===== config.mk =====
export PLATFORM = sky130hd
export DESIGN_NAME = bcd_to_binary
export DESIGN_NICKNAME = d
export VERILOG_FILES = /design/src/rtl/bcd_to_binary_pkg.sv /design/src/rtl/bcd_to_binary_digit_mac.sv /design/src/rtl/bcd_to_binary.sv
export SDC_FILE = /design/constraint.sdc
export NUM_CORES = 1
export LEC_CHECK = 0
export BUFFER_PORTS_ARGS = -buffer_cell sky130_fd_sc_hd__buf_2
export CAP_MARGIN = 20
export CORE_ASPECT_RATIO = 1.4
export CORE_MARGIN = 1
export CORE_UTILIZATION = 59
export CTS_CLUSTER_DIAMETER = 40
export CTS_CLUSTER_SIZE = 14
export DETAILED_ROUTE_END_ITERATION = 8
export GPL_TIMING_DRIVEN = 0
export PLACE_DENSITY_LB_ADDON = 0.3
export SYNTH_ARGS = -nofsm -noshare
export SYNTH_HDL_FRONTEND = slang
export SYNTH_HIERARCHICAL = 1
export SYNTH_SLANG_ARGS = --single-unit

===== constraint.sdc =====
create_clock -name clk -period 3.41 [get_ports clk]
set_input_delay 0.341 -clock clk [delete_from_list [all_inputs] [get_ports clk]]
set_output_delay 0.341 -clock clk [all_outputs]
set_load 0.01 [all_outputs]

===== src/rtl/bcd_to_binary_pkg.sv =====
// Shared definitions for the frequency counter BCD datapath: default sizes and FSM encodings.
package bcd_to_binary_pkg;

  localparam int unsigned BCD_DIGITS = 7;
  localparam int unsigned BIN_WIDTH  = 32;

  localparam logic [0:0] ST_IDLE = 1'b0;
  localparam logic [0:0] ST_CONV = 1'b1;

  // 10^n, used to size-check the binary result at elaboration.
  function automatic longint unsigned pow10(input int unsigned n);
    longint unsigned p;
    p = 64'd1;
    for (int unsigned i = 0; i < n; i++) p = p * 64'd10;
    return p;
  endfunction

endpackage


===== src/rtl/bcd_to_binary_digit_mac.sv =====
// Combinational acc*10 + digit via shift-add, plus a flag for non-decimal digits.
module bcd_digit_mac #(
  parameter int unsigned BIN_W = 32
) (
  input  logic [BIN_W-1:0] acc,
  input  logic [3:0]       digit,
  output logic [BIN_W-1:0] acc_next_c,
  output logic             digit_invalid_c
);

  assign acc_next_c      = (acc << 3) + (acc << 1) + BIN_W'(digit);
  assign digit_invalid_c = (digit > 4'd9);

endmodule


===== src/rtl/bcd_to_binary.sv =====
// Sequential packed-BCD to binary converter, one digit per clock, most significant digit first.
module bcd_to_binary
  import bcd_to_binary_pkg::*;
#(
  parameter int unsigned DIGITS = BCD_DIGITS,
  parameter int unsigned BIN_W  = BIN_WIDTH
) (
  input  logic                  clk,
  input  logic                  rst_n,
  input  logic                  start,
  input  logic [4*DIGITS-1:0]   bcd_in,
  output logic [BIN_W-1:0]      binary_out,
  output logic                  done,
  output logic                  busy,
  output logic                  err
);

  localparam int unsigned BCD_W = 4 * DIGITS;
  localparam int unsigned CNT_W = $clog2(DIGITS + 1);

  // The largest DIGITS-digit decimal value must fit in BIN_W bits.
  if (BIN_W < 64) begin : g_width_check
    if ((64'(1) << BIN_W) <= (pow10(DIGITS) - 64'(1))) begin : g_too_narrow
      $error("bcd_to_binary: BIN_W too small for DIGITS");
    end
  end

  logic [0:0]       state, state_nxt;
  logic [BIN_W-1:0] acc, acc_nxt;
  logic [BCD_W-1:0] shift, shift_nxt;
  logic [CNT_W-1:0] count, count_nxt;
  logic             err_acc, err_acc_nxt;
  logic [BIN_W-1:0] binary_nxt;
  logic             done_nxt, busy_nxt, err_nxt;

  logic [3:0]       digit;
  logic [BIN_W-1:0] mac_c;
  logic             digit_bad_c;

  assign digit = shift[BCD_W-1 -: 4];

  bcd_digit_mac #(.BIN_W(BIN_W)) u_mac (
    .acc             (acc),
    .digit           (digit),
    .acc_next_c      (mac_c),
    .digit_invalid_c (digit_bad_c)
  );

  // State and datapath registers.
  always_ff @(posedge clk or negedge rst_n) begin
    if (!rst_n) begin
      state      <= ST_IDLE;
      acc        <= '0;
      shift      <= '0;
      count      <= '0;
      err_acc    <= 1'b0;
      binary_out <= '0;
      done       <= 1'b0;
      busy       <= 1'b0;
      err        <= 1'b0;
    end else begin
      state      <= state_nxt;
      acc        <= acc_nxt;
      shift      <= shift_nxt;
      count      <= count_nxt;
      err_acc    <= err_acc_nxt;
      binary_out <= binary_nxt;
      done       <= done_nxt;
      busy       <= busy_nxt;
      err        <= err_nxt;
    end
  end

  // Next-state and next-output logic; done defaults low so it is a single-cycle pulse.
  always_comb begin
    state_nxt   = state;
    acc_nxt     = acc;
    shift_nxt   = shift;
    count_nxt   = count;
    err_acc_nxt = err_acc;
    binary_nxt  = binary_out;
    err_nxt     = err;
    busy_nxt    = busy;
    done_nxt    = 1'b0;

    case (state)
      ST_IDLE: begin
        if (start) begin
          shift_nxt   = bcd_in;
          acc_nxt     = '0;
          count_nxt   = CNT_W'(DIGITS);
          err_acc_nxt = 1'b0;
          busy_nxt    = 1'b1;
          state_nxt   = ST_CONV;
        end
      end
      ST_CONV: begin
        acc_nxt     = mac_c;
        shift_nxt   = shift << 4;
        err_acc_nxt = err_acc | digit_bad_c;
        count_nxt   = count - CNT_W'(1);
        if (count == CNT_W'(1)) begin
          binary_nxt = mac_c;
          err_nxt    = err_acc | digit_bad_c;
          done_nxt   = 1'b1;
          busy_nxt   = 1'b0;
          state_nxt  = ST_IDLE;
        end
      end
      default: begin
        state_nxt = ST_IDLE;
      end
    endcase
  end

endmodule


* Word level (Yosys, flattened, before mapping)
Index checks and enable logic that the tools add are counted.
Cells by class: equal/unequal tests 3, order comparisons 1, multiplexer cells 16, $add $sub $neg 3, bitwise gates (word level) 2, reduce and logical (&&, ||, !) cells 2
Operators by type and width (count):
- $pmux 31 s2 | 1
- $pmux 28 s2 | 1
- $add 32x32->32 | 1
- $add 32x4->32 | 1
- $mux 31 | 1
- $mux 28 | 1
- $mux 1 | 7
- $pmux 1 s2 | 3
- $pmux 3 s2 | 1
- $gt 4x4->1 const B | 1
- $reduce_and 2->1 | 2
- $eq 3x1->1 const B | 1
- $mux 3 | 1
- $sub 3x1->3 const B | 1
- $ne 2x1->1 const B | 1
- $ne 2x2->1 const B | 1
- $not 1->1 | 1
- $or 1x1->1 | 1
Storage, ports and cells: output and inout bits 35, flip-flop bits (word level) 99, bits of input ports 31, logic and storage cells 36

* Depth between registers and ports, before layout
Gate-level depths: netlist of run 1.
depth in word-level cells 3, depth in mapped cells 13, gate-level depth less buffers 13

* Hierarchy
The synthesis of run 1 kept the hierarchy.
By module, submodules not included:
- bcd_to_binary | times used 1, cells each 289, area an instance 3915.0 µm², seq. area each 2502.4 µm²
- bcd_digit_mac | times used 1, cells each 254, area an instance 1944.4 µm², seq. area each 0.0 µm²

* Worst setup path after synthesis of run 1
Ideal clock, no wire load.
path type reg2reg, start point register acc[0], end point register binary_out[31], stages on the path, launching flop included 14, path slack 0.267 ns, library setup time 0.125 ns, data required time 3.285 ns, buffers on the path 0, arrival time 3.018 ns, period minus slack after synthesis 3.143 ns, cells stage by stage dfrtp_1 > inv_1 > fa_1 > inv_1 > ha_1 > a21oi_1 > o22ai_1 > a31o_2 > a41o_1 > a31o_4 > o21ai_4 > o31ai_2 > xnor2_1 > mux2_2
On the way: cells in the longest elaborated chain, start to end 2
RTL lines:
- start: declaration | line bcd_to_binary.sv:29 | logic [BIN_W-1:0] acc, acc_nxt;
- start signal: assignment | line bcd_to_binary.sv:63 | acc <= acc_nxt;
- $add 32x32->32 | line bcd_to_binary_digit_mac.sv:11 | assign acc_next_c = (acc << 3) + (acc << 1) + BIN_W'(digit);
- $add 32x4->32 | line bcd_to_binary_digit_mac.sv:11
- net mac_c[31] | line bcd_to_binary.sv:37 | logic [BIN_W-1:0] mac_c;
- end signal: assignment | line bcd_to_binary.sv:67 | binary_out <= binary_nxt;
- end: declaration | line bcd_to_binary.sv:12 | output logic [BIN_W-1:0] binary_out,
The timed path passes the listed nets, and every way through them passes these cells. A chain may end at the register's enable or synchronous reset.

* Worst setup path in the final report of run 1
start point register acc[2], end point register binary_out[27]
Same word-level chain as after synthesis.

==> results.tsv, run 1 <==
metric	value	unit
cts_buffers	9	
multiInputGateArea	3180	sq um
die_height	120	um
ys_warn_count	6	
post_drt_wl_per_cell	16.9	um
pre_cts_ws	-0.0477	ns
worstMarginPinSlew	0.492	ns
fmax	0.303	GHz
h-tree-depth	3	
insertion_delay	0.34	ns
dp_cells	738	
overflow	0	
top_level_ports	66	
clockRootBuffer	clkbuf_16	
routed-via-count	4339	
core_area	9510	sq um
utilization	0.709	
cap_viol_max_count	0	
drive_gt1_frac	0.244	
setup_ws	0.107	ns
slew_viol_final	0	
nets	714	
synth_nets	634	
port_buffers	64	
cp.arrival	3.53	ns
syn_to_final_growth	15.8	%
critical_path_class	reg2reg	
min_from	bcd_in[2]	
stdcell_count	758	
reg2reg_from	acc[2]	
first_pass_iters	4	
avgViaCountPerCell	5.72	
tritoncts	done	
most-common-layout-cells	dfrtp_1, buf_2, ha_1, nand2_1, o21ai_0	
ff_latch_area	2480	sq um
grt_max_degree	64	
skew	0.0118	ns
grt_pass1_wl	21.3	mm
startpoint_type	register	
clk_path_buf_depth	2	
setup_viol	0	
max_stage_delay	0.56	ns
critPathMaxFanout	5	
fillCellCount	719	
path_clk_slew	0.07	ns
status	completed	
drt_wl_total	12.8	mm
setup_tns	0	ns
dr.first_iter.drc_count	161	
diodes	0	
crit_slowest_cell	fa_1	
fp.dieArea	10300	sq um
gp_congestion	0.902	
layout_commonest_cell	dfrtp_1	
syn-mean-instance-area	10.8	sq um
initial_core_util	0.612	
antenna_found_initial	0	
synth_area	5830	sq um
min_period	3.30	ns
rows	42	
min_period_over_period	0.969	
clock_sinks	99	
synth_cells	541	
drtAntennaViolNets	0	
slew_headroom	0.672	
cp-end-kind	register	
min-delay-path-class	in2reg	
grt_pass1_vias	4641	
dp_hpwl	9.69	mm
crit_required	3.64	ns
final_hold_viol_count	0	
fp.dieW	86.0	um
grt_use_total	0.262	
crit_chain	inv_1 > fa_1 > inv_1 > ha_4 > a21oi_2 > o22ai_2 > a31o_4 > a41o_4 > a31o_4 > o21ai_4 > o31ai_2 > xnor2_1 > mux2_2	
drc	0	
startpoint	acc[2]	
[critical path, delay by kind of cell, from the launching register on]
kind / cells / cell delay, ns
flops: 1 / 0.40
xor+xnor: 1 / 0.18
fa+ha+maj: 2 / 0.80
compound gates: 7 / 1.34
buf+inv: 2 / 0.17
mux: 1 / 0.28
[registers in the layout, indices dropped and copies added (netlist names)]
signal	count
binary_out	32
err	1
state	1
acc	31
count	3
err_acc	1
done	1
busy	1
shift	28
[per-stage QoR]
stage	hold WS [ns]	area, sq um
final	0.251	6740
after CTS	0.248	6660
after floorplan	0.0454	5830
after global placement	0.462	6310
after global routing	0.257	6740
after detailed placement	0.338	6340
[path summary, 6_finish.rpt]
kind / end / slack (ns) / depth (start not counted)
max in group asynchronous: acc[28] / 2.23 / 3
min in group asynchronous: acc[7] / 0.50 / 2
worst max-delay path: binary_out[27] / 0.11 / 13
worst max register to register: binary_out[27] / 0.11 / 13
worst min register to register: binary_out[17] / 0.49 / 1
worst min-delay path: shift[2] / 0.25 / 3
[metal layers]
layer | global-route usage | up-vias | part of all wire
met5 | 0 | - | 0
met4 | 0.111 | 0 | 0.017
met3 | 0.0433 | 16 | 0.035
met2 | 0.471 | 83 | 0.53
met1 | 0.304 | 2127 | 0.41
li1 | - | 2113 | -
[what timing repair did]
action / CTS / global route
pin swaps: 2 / 7
endpoints found under the setup margin: 8 / 16
buffers inserted: 0 / 3
hold buffers: 1 / 0
gates resized for setup: 4 / 9
endpoints found under the hold margin: 36 / 0
[cell type report]
cell class                 instances  share of cell area
buffer                            30              0.0224
clock buffer                      10              0.0340
multi-input combinational        390               0.472
tap                              132              0.0245
inverter                          22              0.0122
sequential                        99               0.367
timing repair buffer              69              0.0568
clock inverter                     6              0.0106
Power of run 1 is not shown: default switching activity piles up to over one toggle a cycle in this logic, so the estimate is an artifact.
==> inputs of run 2 (changes only) <==
--- a/config.mk
+++ b/config.mk
@@ -9,7 +9,7 @@
 export CAP_MARGIN = 20
 export CORE_ASPECT_RATIO = 1.4
 export CORE_MARGIN = 1
-export CORE_UTILIZATION = 59
+export CORE_UTILIZATION = 53
 export CTS_CLUSTER_DIAMETER = 40
 export CTS_CLUSTER_SIZE = 14
 export DETAILED_ROUTE_END_ITERATION = 8
==> constraint.sdc (replaced) <==
create_clock -name clk -period 2.84 [get_ports clk]
set_input_delay 0.284 -clock clk [delete_from_list [all_inputs] [get_ports clk]]
set_output_delay 0.284 -clock clk [all_outputs]
set_load 0.01 [all_outputs]
==> results.tsv, run 2 (synthesized netlist as in run 1, its figures left out) <==
metric	value	unit
status	finished, violations left	
failed_checks	negative setup slack	
setup_tns	-7.94	ns
pre_cts_ws	-0.448	ns
startpoint_type	register	
path_clk_slew	0.07	ns
syn_to_final_growth	22.9	%
tritoncts	done	
crit_slowest_cell	fa_1	
max_stage_delay	0.55	ns
most-common-layout-cells	dfrtp_1, buf_2, ha_1, nand2_1, o21ai_0	
routed-via-count	4579	
critical_path.top_delay_family	adder cells	
crit_required	3.08	ns
crit_chain	inv_2 > fa_1 > buf_4 > fa_2 > nor2b_2 > o21ai_2 > a21oi_2 > or4_4 > a21oi_4 > o221a_4 > o31ai_4 > xor2_2 > mux2_4	
layout_commonest_cell	dfrtp_1	
core_area	10500	sq um
startpoint	shift[27]	
min_period	3.20	ns
setup_ws	-0.362	ns
fp.dieArea	11400	sq um
final_hold_viol_count	0	
dp_hpwl	9.58	mm
grt_max_degree	66	
h-tree-depth	3	
grt_pass1_vias	4766	
reg2reg_to	binary_out[26]	
gp_congestion	0.896	
dr.first_iter.drc_count	186	
avgViaCountPerCell	5.87	
reg2reg_from	shift[27]	
cp-end-kind	register	
cts_buffers	9	
fmax	0.312	GHz
insertion_delay	0.35	ns
critical_path_class	reg2reg	
drt_wl_total	13.8	mm
critical_path_depth	13	
drtAntennaViolNets	0	
min_period_over_period	1.13	
r2r_cells	13	
fp.dieW	90.6	um
initial_core_util	0.554	
crit_buf_inv	2	
largest_register_ffs	32	
slew_viol_final	0	
critPathMaxFanout	4	
rsz0062_at_grt	true	
antenna_found_initial	0	
clock_sinks	99	
largest-register	binary_out	
min-delay-path-class	in2reg	
port_buffers	64	
slew_headroom	0.686	
drive_gt1_frac	0.319	
utilization	0.681	
crit_end	binary_out[26]	
cp.arrival	3.44	ns
diodes	0	
grt_pass1_wl	23.1	mm
rows	44	
reg2reg_setup_slack	-0.36	ns
clk_path_buf_depth	2	
drc	0	
grt_use_total	0.256	
cap_viol_max_count	0	
die_height	126	um
reg.largest.list	binary_out x32, acc x31, shift x28	
post_drt_wl_per_cell	17.7	um
top_level_ports	66	
overflow	0	
nets	730	
setup_viol	37	
worstMarginPinSlew	0.472	ns
clockRootBuffer	clkbuf_16	
skew	0.00832	ns
first_pass_iters	5	
min_from	bcd_in[0]	
run 2: worst reg2reg max path: stages (launching register included):
cell and delay (ns):
dfrtp_1 0.38, inv_2 0.07, fa_1 0.55, buf_4 0.13, fa_2 0.21, nor2b_2 0.05, o21ai_2 0.16, a21oi_2 0.09
or4_4 0.48, a21oi_4 0.18, o221a_4 0.25, o31ai_4 0.08, xor2_2 0.18, mux2_4 0.29
run 2: timing repair:
| action | in CTS | in global routing |
|---|---|---|
| endpoints found under the setup margin | 35 | 41 |
| endpoints found under the hold margin | 34 | 0 |
| gates resized for setup | 34 | 27 |
| hold buffers | 1 | 0 |
| pin swaps | 21 | 25 |
| setup buffers | 16 | 5 |
run 2: routing by layer:
| metal | track usage | part of all wire |
|---|---|---|
| met4 | 0.115 | 0.029 |
| met2 | 0.458 | 0.52 |
| met1 | 0.295 | 0.40 |
| met3 | 0.0489 | 0.043 |
| met5 | 0 | 0 |
run 2: through the flow:
stage | hold slack (ns) | std cells | instance area (sq um)
after floorplan | -0.0116 | 541 | 5880
after global placement | 0.461 | 743 | 6370
after detailed placement | 0.273 | 744 | 6400
after CTS | 0.172 | 777 | 6990
after global routing | 0.190 | 780 | 7160
final | 0.179 | 780 | 7160
run 2: area by class of cell:
cell class | instances | area (sq um)
clock inverter | 7 | 85.1
buffer | 28 | 145
timing repair buffer | 87 | 533
fill | 761 | 3350
sequential | 99 | 2480
clock buffer | 9 | 225
tap | 138 | 173
inverter | 22 | 82.6
multi-input combinational | 390 | 3440
run 2: worst min-delay path by stage:
stage | endpoint | slack [ns] | cells after the start
floorplan | acc[0] | -0.01 | 0
global placement | shift[23] | 0.46 | 2
detailed placement | binary_out[9] | 0.27 | 1
CTS | shift[0] | 0.17 | 3
global route | shift[0] | 0.19 | 3
finish | shift[0] | 0.18 | 3
Power of run 2 is left out for the same reason.
